[src/rtl/mem_access_stage_if.sv]
// Data-memory bus between the memory-access stage (master) and the memory (slave).
// One transaction per request; ack completes it and qualifies rdata.
interface mem_access_stage_if #(
    parameter int DATA_WIDTH = 32
);
    logic                  mem_req;
    logic                  mem_we;
    logic [DATA_WIDTH-1:0] mem_addr;
    logic [3:0]            mem_byteEn;
    logic [DATA_WIDTH-1:0] mem_wdata;
    logic                  mem_ack;
    logic [DATA_WIDTH-1:0] mem_rdata;

    modport master (
        output mem_req, mem_we, mem_addr, mem_byteEn, mem_wdata,
        input  mem_ack, mem_rdata
    );

    modport slave (
        input  mem_req, mem_we, mem_addr, mem_byteEn, mem_wdata,
        output mem_ack, mem_rdata
    );
endinterface

[src/rtl/mem_access_stage.sv]
// Memory-access pipeline stage: one data-memory transaction per instruction,
// load alignment/extension, and a one-cycle writeback packet.
//
//   state  | meaning
//   IDLE   | ready for a new instruction
//   ACCESS | memory request outstanding, waiting for ack or timeout
//   RESP   | writeback packet presented for one cycle
module mem_access_stage #(
    parameter int DATA_WIDTH    = 32,
    parameter int REGADDR_WIDTH = 5,
    parameter int MEM_TIMEOUT   = 255
) (
    input  logic                     clk,
    input  logic                     reset,
    input  logic                     valid_in,
    output logic                     ready_out,
    input  logic                     load_in,
    input  logic                     loadUnsigned_in,
    input  logic                     store_in,
    input  logic [1:0]               memLength_in,
    input  logic [DATA_WIDTH-1:0]    address_in,
    input  logic [DATA_WIDTH-1:0]    storeData_in,
    input  logic [REGADDR_WIDTH-1:0] writeSelect_in,
    input  logic                     writeEnable_in,
    input  logic                     flush,
    mem_access_stage_if.master       mem,
    output logic                     wb_valid,
    output logic [REGADDR_WIDTH-1:0] wb_writeSelect,
    output logic                     wb_writeEnable,
    output logic [DATA_WIDTH-1:0]    wb_data,
    output logic                     wb_misaligned,
    output logic                     wb_busError
);

    localparam logic [1:0] S_IDLE   = 2'd0;
    localparam logic [1:0] S_ACCESS = 2'd1;
    localparam logic [1:0] S_RESP   = 2'd2;

    localparam int              CNT_W    = $clog2(MEM_TIMEOUT + 1);
    localparam logic [CNT_W-1:0] CNT_LAST = CNT_W'(MEM_TIMEOUT - 1);

    localparam logic [1:0] LEN_BYTE = 2'd0;
    localparam logic [1:0] LEN_HALF = 2'd1;
    localparam logic [1:0] LEN_WORD = 2'd2;

    logic [1:0]               r_state;
    logic                     r_store;
    logic                     r_unsigned;
    logic [1:0]               r_len;
    logic [DATA_WIDTH-1:0]    r_addr;
    logic [DATA_WIDTH-1:0]    r_sdata;
    logic [REGADDR_WIDTH-1:0] r_sel;
    logic                     r_we;
    logic                     r_misal;
    logic                     r_busErr;
    logic                     r_squash;
    logic [DATA_WIDTH-1:0]    r_result;
    logic [CNT_W-1:0]         r_cnt;

    logic                     w_access;
    logic                     w_isMem;
    logic                     w_misal;
    logic [3:0]               w_byteEn;
    logic [DATA_WIDTH-1:0]    w_wdata;
    logic [DATA_WIDTH-1:0]    w_shifted;
    logic [DATA_WIDTH-1:0]    w_loadData;

    assign w_access = (r_state == S_ACCESS);
    assign w_isMem  = load_in | store_in;

    always_comb begin
        w_misal = 1'b0;
        case (memLength_in)
            LEN_BYTE: w_misal = 1'b0;
            LEN_HALF: w_misal = address_in[0];
            LEN_WORD: w_misal = (address_in[1:0] != 2'b00);
            default:  w_misal = 1'b1;
        endcase
    end

    always_comb begin
        w_byteEn = 4'b0000;
        w_wdata  = '0;
        case (r_len)
            LEN_BYTE: begin
                w_byteEn = 4'b0001 << r_addr[1:0];
                w_wdata  = {4{r_sdata[7:0]}};
            end
            LEN_HALF: begin
                w_byteEn = 4'b0011 << r_addr[1:0];
                w_wdata  = {2{r_sdata[15:0]}};
            end
            default: begin
                w_byteEn = 4'b1111;
                w_wdata  = r_sdata;
            end
        endcase
    end

    // Bring the addressed byte/half down to bit 0, then extend.
    assign w_shifted = mem.mem_rdata >> {r_addr[1:0], 3'b000};

    always_comb begin
        w_loadData = w_shifted;
        case (r_len)
            LEN_BYTE: w_loadData = r_unsigned ? {24'd0, w_shifted[7:0]}
                                              : {{24{w_shifted[7]}}, w_shifted[7:0]};
            LEN_HALF: w_loadData = r_unsigned ? {16'd0, w_shifted[15:0]}
                                              : {{16{w_shifted[15]}}, w_shifted[15:0]};
            default:  w_loadData = w_shifted;
        endcase
    end

    always_ff @(posedge clk or negedge reset) begin
        if (!reset) begin
            r_state    <= S_IDLE;
            r_store    <= 1'b0;
            r_unsigned <= 1'b0;
            r_len      <= 2'd0;
            r_addr     <= '0;
            r_sdata    <= '0;
            r_sel      <= '0;
            r_we       <= 1'b0;
            r_misal    <= 1'b0;
            r_busErr   <= 1'b0;
            r_squash   <= 1'b0;
            r_result   <= '0;
            r_cnt      <= '0;
        end else begin
            case (r_state)
                S_IDLE: begin
                    if (valid_in) begin
                        r_store    <= store_in;
                        r_unsigned <= loadUnsigned_in;
                        r_len      <= memLength_in;
                        r_addr     <= address_in;
                        r_sdata    <= storeData_in;
                        r_sel      <= writeSelect_in;
                        r_we       <= writeEnable_in;
                        r_busErr   <= 1'b0;
                        r_squash   <= flush;
                        r_cnt      <= '0;
                        if (!w_isMem) begin
                            r_misal  <= 1'b0;
                            r_result <= address_in;
                            r_state  <= S_RESP;
                        end else if (w_misal) begin
                            r_misal  <= 1'b1;
                            r_result <= '0;
                            r_state  <= S_RESP;
                        end else begin
                            r_misal  <= 1'b0;
                            r_result <= '0;
                            r_state  <= S_ACCESS;
                        end
                    end
                end
                S_ACCESS: begin
                    r_squash <= r_squash | flush;
                    // An ack on the final timeout cycle still completes normally.
                    if (mem.mem_ack) begin
                        r_result <= r_store ? '0 : w_loadData;
                        r_cnt    <= '0;
                        r_state  <= S_RESP;
                    end else if (r_cnt == CNT_LAST) begin
                        r_busErr <= 1'b1;
                        r_result <= '0;
                        r_cnt    <= '0;
                        r_state  <= S_RESP;
                    end else begin
                        r_cnt <= r_cnt + 1'b1;
                    end
                end
                S_RESP: begin
                    r_squash <= 1'b0;
                    r_state  <= S_IDLE;
                end
                default: r_state <= S_IDLE;
            endcase
        end
    end

    assign ready_out      = (r_state == S_IDLE);

    assign mem.mem_req    = w_access;
    assign mem.mem_we     = w_access & r_store;
    assign mem.mem_addr   = w_access ? {r_addr[DATA_WIDTH-1:2], 2'b00} : '0;
    assign mem.mem_byteEn = w_access ? w_byteEn : 4'b0000;
    assign mem.mem_wdata  = w_access ? w_wdata : '0;

    // A flush arriving in the response cycle itself also suppresses the packet.
    assign wb_valid       = (r_state == S_RESP) & ~r_squash & ~flush;
    assign wb_writeSelect = wb_valid ? r_sel : '0;
    assign wb_data        = wb_valid ? r_result : '0;
    assign wb_misaligned  = wb_valid & r_misal;
    assign wb_busError    = wb_valid & r_busErr;
    assign wb_writeEnable = wb_valid & r_we & ~r_store & ~r_misal & ~r_busErr
                          & (r_sel != '0);

endmodule

[src/flat_wrapper.sv]
// flat-port wrapper written by rule: the top's interface ports become plain ports
module mem_access_stage_flat 
#(
    parameter int DATA_WIDTH    = 32,
    parameter int REGADDR_WIDTH = 5,
    parameter int MEM_TIMEOUT   = 255
)
  (clk, reset, valid_in, ready_out, load_in, loadUnsigned_in, store_in, memLength_in, address_in, storeData_in, writeSelect_in, writeEnable_in, flush, wb_valid, wb_writeSelect, wb_writeEnable, wb_data, wb_misaligned, wb_busError, mem_mem_req, mem_mem_we, mem_mem_addr, mem_mem_byteEn, mem_mem_wdata, mem_mem_ack, mem_mem_rdata);
  mem_access_stage_if #(.DATA_WIDTH(DATA_WIDTH)) mem_i ();
  input  logic clk;
  input  logic reset;
  input  logic valid_in;
  output logic ready_out;
  input  logic load_in;
  input  logic loadUnsigned_in;
  input  logic store_in;
  input  logic [1:0] memLength_in;
  input  logic [DATA_WIDTH-1:0] address_in;
  input  logic [DATA_WIDTH-1:0] storeData_in;
  input  logic [REGADDR_WIDTH-1:0] writeSelect_in;
  input  logic writeEnable_in;
  input  logic flush;
  output logic wb_valid;
  output logic [REGADDR_WIDTH-1:0] wb_writeSelect;
  output logic wb_writeEnable;
  output logic [DATA_WIDTH-1:0] wb_data;
  output logic wb_misaligned;
  output logic wb_busError;
  output wire logic [$bits(mem_i.mem_req)-1:0] mem_mem_req;
  output wire logic [$bits(mem_i.mem_we)-1:0] mem_mem_we;
  output wire logic [$bits(mem_i.mem_addr)-1:0] mem_mem_addr;
  output wire logic [$bits(mem_i.mem_byteEn)-1:0] mem_mem_byteEn;
  output wire logic [$bits(mem_i.mem_wdata)-1:0] mem_mem_wdata;
  input wire logic [$bits(mem_i.mem_ack)-1:0] mem_mem_ack;
  input wire logic [$bits(mem_i.mem_rdata)-1:0] mem_mem_rdata;
  assign mem_mem_req = mem_i.mem_req;
  assign mem_mem_we = mem_i.mem_we;
  assign mem_mem_addr = mem_i.mem_addr;
  assign mem_mem_byteEn = mem_i.mem_byteEn;
  assign mem_mem_wdata = mem_i.mem_wdata;
  assign mem_i.mem_ack = mem_mem_ack;
  assign mem_i.mem_rdata = mem_mem_rdata;
  mem_access_stage #(.DATA_WIDTH(DATA_WIDTH), .REGADDR_WIDTH(REGADDR_WIDTH), .MEM_TIMEOUT(MEM_TIMEOUT)) u_core (.clk(clk), .reset(reset), .valid_in(valid_in), .ready_out(ready_out), .load_in(load_in), .loadUnsigned_in(loadUnsigned_in), .store_in(store_in), .memLength_in(memLength_in), .address_in(address_in), .storeData_in(storeData_in), .writeSelect_in(writeSelect_in), .writeEnable_in(writeEnable_in), .flush(flush), .mem(mem_i), .wb_valid(wb_valid), .wb_writeSelect(wb_writeSelect), .wb_writeEnable(wb_writeEnable), .wb_data(wb_data), .wb_misaligned(wb_misaligned), .wb_busError(wb_busError));
endmodule
[config.mk]
export PLATFORM = sky130hd
export DESIGN_NAME = mem_access_stage_flat
export DESIGN_NICKNAME = d
export VERILOG_FILES = /design/src/rtl/mem_access_stage_if.sv /design/src/rtl/mem_access_stage.sv /design/src/flat_wrapper.sv
export SDC_FILE = /design/constraint.sdc
export NUM_CORES = 1
export LEC_CHECK = 0
export ABC_CLOCK_PERIOD_IN_PS = 2670
export BUFFER_PORTS_ARGS = -buffer_cell sky130_fd_sc_hd__buf_2
export CAP_MARGIN = 10
export CELL_PAD_IN_SITES_DETAIL_PLACEMENT = 1
export CELL_PAD_IN_SITES_GLOBAL_PLACEMENT = 1
export CORE_UTILIZATION = 39
export DETAILED_ROUTE_END_ITERATION = 10
export GPL_ROUTABILITY_DRIVEN = 0
export PLACE_DENSITY = 0.87
export SYNTH_ARGS = -nofsm -noshare
export SYNTH_HDL_FRONTEND = slang
export SYNTH_SLANG_ARGS = --single-unit
export TNS_END_PERCENT = 5
[constraint.sdc]
create_clock -name clk -period 2.67 [get_ports clk]
set_clock_uncertainty 0.2 [all_clocks]
set_input_delay 0.1335 -clock clk [delete_from_list [all_inputs] [get_ports clk]]
set_output_delay 0.1335 -clock clk [all_outputs]
set_load 0.005 [all_outputs]
### Word-level counts from Yosys, hierarchy flattened

Index checks and enable logic that the tools add are counted.

* output and inout bits: 112
* bits of input ports: 112
* register bits: 119
* word-level logic and storage cells: 92

* shift-type cells: 3
* equal/unequal tests: 10
* multiplexer cells: 35
* add/subtract/negate cells: 1
* bitwise logic cells: 17
* reduce and logical (&&, ||, !) cells: 13

Operator list (number)
* 32-bit two-way mux: 10
* 32-bit one-hot mux with 2 select lines: 3
* 32-bit by 5-bit >> shifter with 32-bit output: 1
* 8-bit two-way mux: 3
* 8-bit one-hot mux with 2 select lines: 1
* 1-bit AND: 10
* 2-bit two-way mux: 5
* 8-bit by 1-bit adder with 8-bit output, second input constant: 1
* 8-bit equality test, second input constant: 1
* 4-bit one-hot mux with 2 select lines: 1
* 2-bit AND reduction: 4
* 2-bit by 1-bit equality test with 1-bit output, second input constant: 3
* 2-bit logical NOT: 3
* 1-bit two-way mux: 6
* 2-bit inequality test, second input constant: 3
* 1-bit one-hot mux with 3 select lines: 2
* 5-bit two-way mux: 1
* 1-bit inverter: 5
* 5-bit nonzero test: 1
* 2-bit equality test, second input constant: 2
* 4-bit two-way mux: 1
* 2-bit one-hot mux with 2 select lines: 1
* 4-bit AND reduction: 1
* 2-bit nonzero test: 2
* other kinds (7): 8

### Logic depth before layout (Yosys ltp)

* depth after elaboration: 8
* mapped depth: 8
* mapped depth without buffers: 6

### Worst setup path after synthesis

No wires, ideal clock.

* path kind: register -> register
* start point: register u_core.r_state[0]
* end point: register u_core.r_addr[15]
* data required time: 2345 ps
* buffers on the path: 3
* period minus slack after synthesis: 2026 ps
* stages on the path, launching flop included: 8
* arrival: 1701 ps
* library setup time: 125 ps
* path slack: 644 ps
* cell sequence: dfrtp_1 > inv_1 > ha_1 > clkbuf_2 > nand2_1 > buf_2 > buf_2 > mux2_2

* word-level cells in the longest chain between the ends: 2

RTL lines
* start: declaration: line mem_access_stage.sv:46 `logic [1:0] r_state;`
* start signal: assignment: line mem_access_stage.sv:116 `r_state <= S_IDLE;`
* start signal: assignment: line mem_access_stage.sv:146 `r_state <= S_RESP;`
* start signal: assignment: line mem_access_stage.sv:150 `r_state <= S_RESP;`
* 2-bit logical NOT
* via ready_out: line flat_wrapper.sv:13 `output logic ready_out;`
* 2-bit AND reduction (no line)
* end signal: assignment: line mem_access_stage.sv:136 `r_addr <= address_in;`
* end: declaration: line mem_access_stage.sv:50 `logic [DATA_WIDTH-1:0] r_addr;`

The timed path passes the listed nets, and every way through them passes these cells.
A chain may end at the register's enable or synchronous reset.

### Worst setup path in the final report

* start point: register u_core.r_len[1]
* end point: output mem_mem_wdata[14]

* word-level cells in the longest chain between the ends: 3
* elaborated cells on any way between the ends: 4
* those cells by class: eq/ne: 1; mux: 2; reduce/logical: 1

RTL lines
* start: declaration: line mem_access_stage.sv:49 `logic [1:0] r_len;`
* start signal: assignment: line mem_access_stage.sv:135 `r_len <= memLength_in;`
* 2-bit by 1-bit equality test with 1-bit output or 2-bit logical NOT (tied branches): line mem_access_stage.sv:84 `case (r_len)`
* 32-bit one-hot mux with 2 select lines *: line mem_access_stage.sv:84
* 32-bit two-way mux *: line mem_access_stage.sv:189 `assign mem.mem_wdata = w_access ? w_wdata : '0;`
* end: declaration: line flat_wrapper.sv:33 `output wire logic [$bits(mem_i.mem_wdata)-1:0] mem_mem_wdata;`

Mark *: on every way between the ends. The rest lies on a longest branch, timed or not.

==> results.json <==
{
  "port_buffers": 221,
  "clock_latency_ns": 0.42,
  "finalHoldViolCount": 0,
  "crit_required_ns": 2.34,
  "cts_max_level": 4,
  "crit_type": "reg2out",
  "syn_inst": 651,
  "holdWs_ns": 0.02503,
  "slew_violations": 0,
  "crit_fanout": 15,
  "power_frac_seq_pct": 34.8,
  "coreArea_mm2": 0.01670,
  "crit_family": "simple AND/OR/NAND/NOR gates",
  "reg2reg_depth": 6,
  "stdcell_count": 1181,
  "post_cts_buffers": 0,
  "crit_end": "mem_mem_wdata[14]",
  "grt_overflow": 0,
  "grt_pass1_wl_mm": 43.39,
  "tns_ns": 0,
  "yosysWarningCount": 0,
  "dp_hpwl_mm": 17.04,
  "comb_power_share_pct": 42.0,
  "ys_top_cells_by_count": "119 x dfrtp_1, 84 x mux2_2, 78 x and2_1",
  "async_flop_share_pct": 100.0,
  "dp_cells": 1061,
  "die_width_um": 133.4,
  "synth_edf_count": 0,
  "grt_antenna_before_repair": 2,
  "layout-drive-gt1-share_pct": 39.00,
  "grt_max_degree": 81,
  "finalSetupViolCount": 0,
  "drt-total-wl_mm": 28.38,
  "drc": 0,
  "p_leak_uw": 0.004483,
  "crit_buf_inv": 2,
  "cts.root.buffer_cell": "clkbuf_16",
  "track_usage_pct": 32.38,
  "synthFlopType": "dfrtp_1",
  "cp_cell_sequence": "buf_4 > nor2_1 > nand2_1 > a21oi_1 > buf_2",
  "max_freq_mhz": 385.9,
  "postSynthAreaPerCell_um2": 10.35,
  "grt_pass1_vias": 7349,
  "ir_worst_vdd_mv": 0.5974,
  "netlist_area_mm2": 0.006736,
  "synth_cell_types": 55,
  "yosysTopAreaCell": "dfrtp_1",
  "synth_most_common_cell": "dfrtp_1",
  "cts_tree": "done",
  "rrSetupSlack_ns": 0.32,
  "ys_seq_area_share_pct": 44.21,
  "clock-sinks": 119,
  "finalNetCount": 1065,
  "vias_per_cell": 5.751,
  "cts_made_buffers": 17,
  "cp-startpoint": "u_core.r_len[1]$_DFFE_PN0P_",
  "boundaryPins": 224,
  "grt_setup_unrepaired": "no",
  "synth_seq_cells": 119,
  "start_util_pct": 40.34,
  "clk_pin_slew_ns": 0.05,
  "finalCritPeriodShare_pct": 97.05,
  "clk_path_buf_depth": 2,
  "area_growth_pct": 41.12,
  "firstDrtPassIters": 5,
  "worstSetupStartpointType": "flip-flop",
  "maxCapViolCount": 0,
  "slew_headroom_pct": 41.63,
  "endpoint_kind": "output pin",
  "tightest_slew_ns": 0.8735,
  "fillers": 1905,
  "p_clk_share_pct": 23.2,
  "via_count": 6792,
  "slowest_stage": "nor2_1",
  "power_switching_uw": 3894,
  "worstReg2RegStart": "u_core.r_cnt[0]$_DFFE_PN0P_",
  "cpPeakStageDelay_ns": 0.59,
  "final_antenna_net_count": 0,
  "netlist.area_leader.share_pct": 44.21,
  "wl_per_cell_um": 24.03,
  "swShare_pct": 39.33,
  "die_area_mm2": 0.01780,
  "p_int_uw": 6006,
  "ys_top_cells_by_area": "dfrtp_1 44%, mux2_2 14%, and2_1 7.2%",
  "path_depth": 5,
  "arrival_ns": 2.26,
  "run_status": "completed",
  "fp-row-count": 47,
  "hold_path_class": "in2reg",
  "chipHeight_um": 133.4,
  "period_minus_slack_ns": 2.591,
  "drtIter0Drc": 444,
  "worstReg2RegEnd": "u_core.r_result[21]$_DFFE_PN0P_",
  "powerDensity_mw_per_mm2": 1041
}
==> per-layer routing <==
metal / track usage (%) / part of all wire (%)
met3: 7.078 / 6.7
met1: 37.32 / 37
met5: 0 / 0
met2: 56.74 / 51
met4: 15.78 / 4.5
==> cells in the final DEF, fill, tap and decap left out, drive strengths merged, types with 6 or more instances in the layout <==
cell	count
buf	243
dfrtp	119
dlygate4sd3	87
mux2	84
and2	78
a21oi	75
nor2	38
nand2	35
mux2i	29
clkbuf	22
a22oi	17
a31oi	17
a32oi	15
o211ai	11
nand3b	10
nor2b	8
a211o	7
inv	6
ha	6
==> per-stage QoR <==
| stage | setup WS, ns | total power (uW) | area, um^2 | util, % |
|---|---|---|---|---|
| 2_1_floorplan | 0.6442 | 5850 | 6740 | - |
| 3_3_place_gp | 0.4457 | 6928 | 8046 | 48.18 |
| 3_5_place_dp | 0.3705 | 7135 | 8046 | 48.18 |
| 4_1_cts | 0.08542 | 9585 | 9492 | 56.83 |
| 5_1_grt | 0.02510 | 10350 | 9507 | 56.92 |
| 6_report | 0.07868 | 9899 | 9507 | 56.92 |
==> power by group through the flow <==
stage	clock [uW]	sequential (uW)	combinational [uW]
after floorplan	0	3020	2830
final	2300	3440	4160
after CTS	2280	3330	3970
after global placement	0	3290	3640
after detailed placement	0	3350	3790
after global routing	2390	3510	4460
==> flip-flops by register name, indices dropped and copies added (netlist names) <==
name / cells
u_core.r_misal: 1
u_core.r_unsigned: 1
u_core.r_len: 2
u_core.r_addr: 32
u_core.r_result: 32
u_core.r_we: 1
u_core.r_state: 2
u_core.r_squash: 1
u_core.r_sel: 5
u_core.r_sdata: 32
u_core.r_cnt: 8
u_core.r_busErr: 1
u_core.r_store: 1
==> what timing repair did <==
action,CTS,global route
setup endpoints to repair,0,16
hold endpoints to repair,230,0
hold buffers,87,0
resized for setup,0,1
==> kinds of logic after synthesis <==
family                     synth area share (%)
DFF                                       44.21
and+or+nand+nor                           15.68
muxes                                     18.74
AOI/OAI and AO/OA                         15.01
other                                   0.05567
xor gates and xnor gates                 0.3901
buffers and inverters                     4.810
adders and majority gates                 1.114
==> worst min-delay path by stage <==
stage	end	cells after the start	start	slack [ns]
finish	u_core.r_result[27]$_DFFE_PN0P_	3	mem_mem_rdata[27]	0.03
CTS	u_core.r_result[27]$_DFFE_PN0P_	3	mem_mem_rdata[27]	0.005
global placement	u_core.r_result[2]$_DFFE_PN0P_	1	reset	-0.25
detailed placement	u_core.r_result[2]$_DFFE_PN0P_	1	reset	-0.25
floorplan	u_core.r_addr[0]$_DFFE_PN0P_	0	reset	-0.36
global route	u_core.r_result[27]$_DFFE_PN0P_	3	mem_mem_rdata[27]	0.02
==> tightest hold or removal path, cell delays in order <==
cell and delay, ns:
buf_2 0.14, a22oi_1 0.12, a31oi_1 0.19
==> layout make-up <==
type,count,area [um^2],area share (%)
inverters,6,22.52,0.2369
multi-input cells,473,3470,36.50
flip-flops and latches,119,2978,31.32
clock inverters,9,100.1,1.053
repair buffers,330,2182,22.95
well taps,220,275.3,2.895
clock buffers,22,474.2,4.988
diodes,2,5.005,0.05265
No activity file was read; power rests on OpenSTA's default activity.
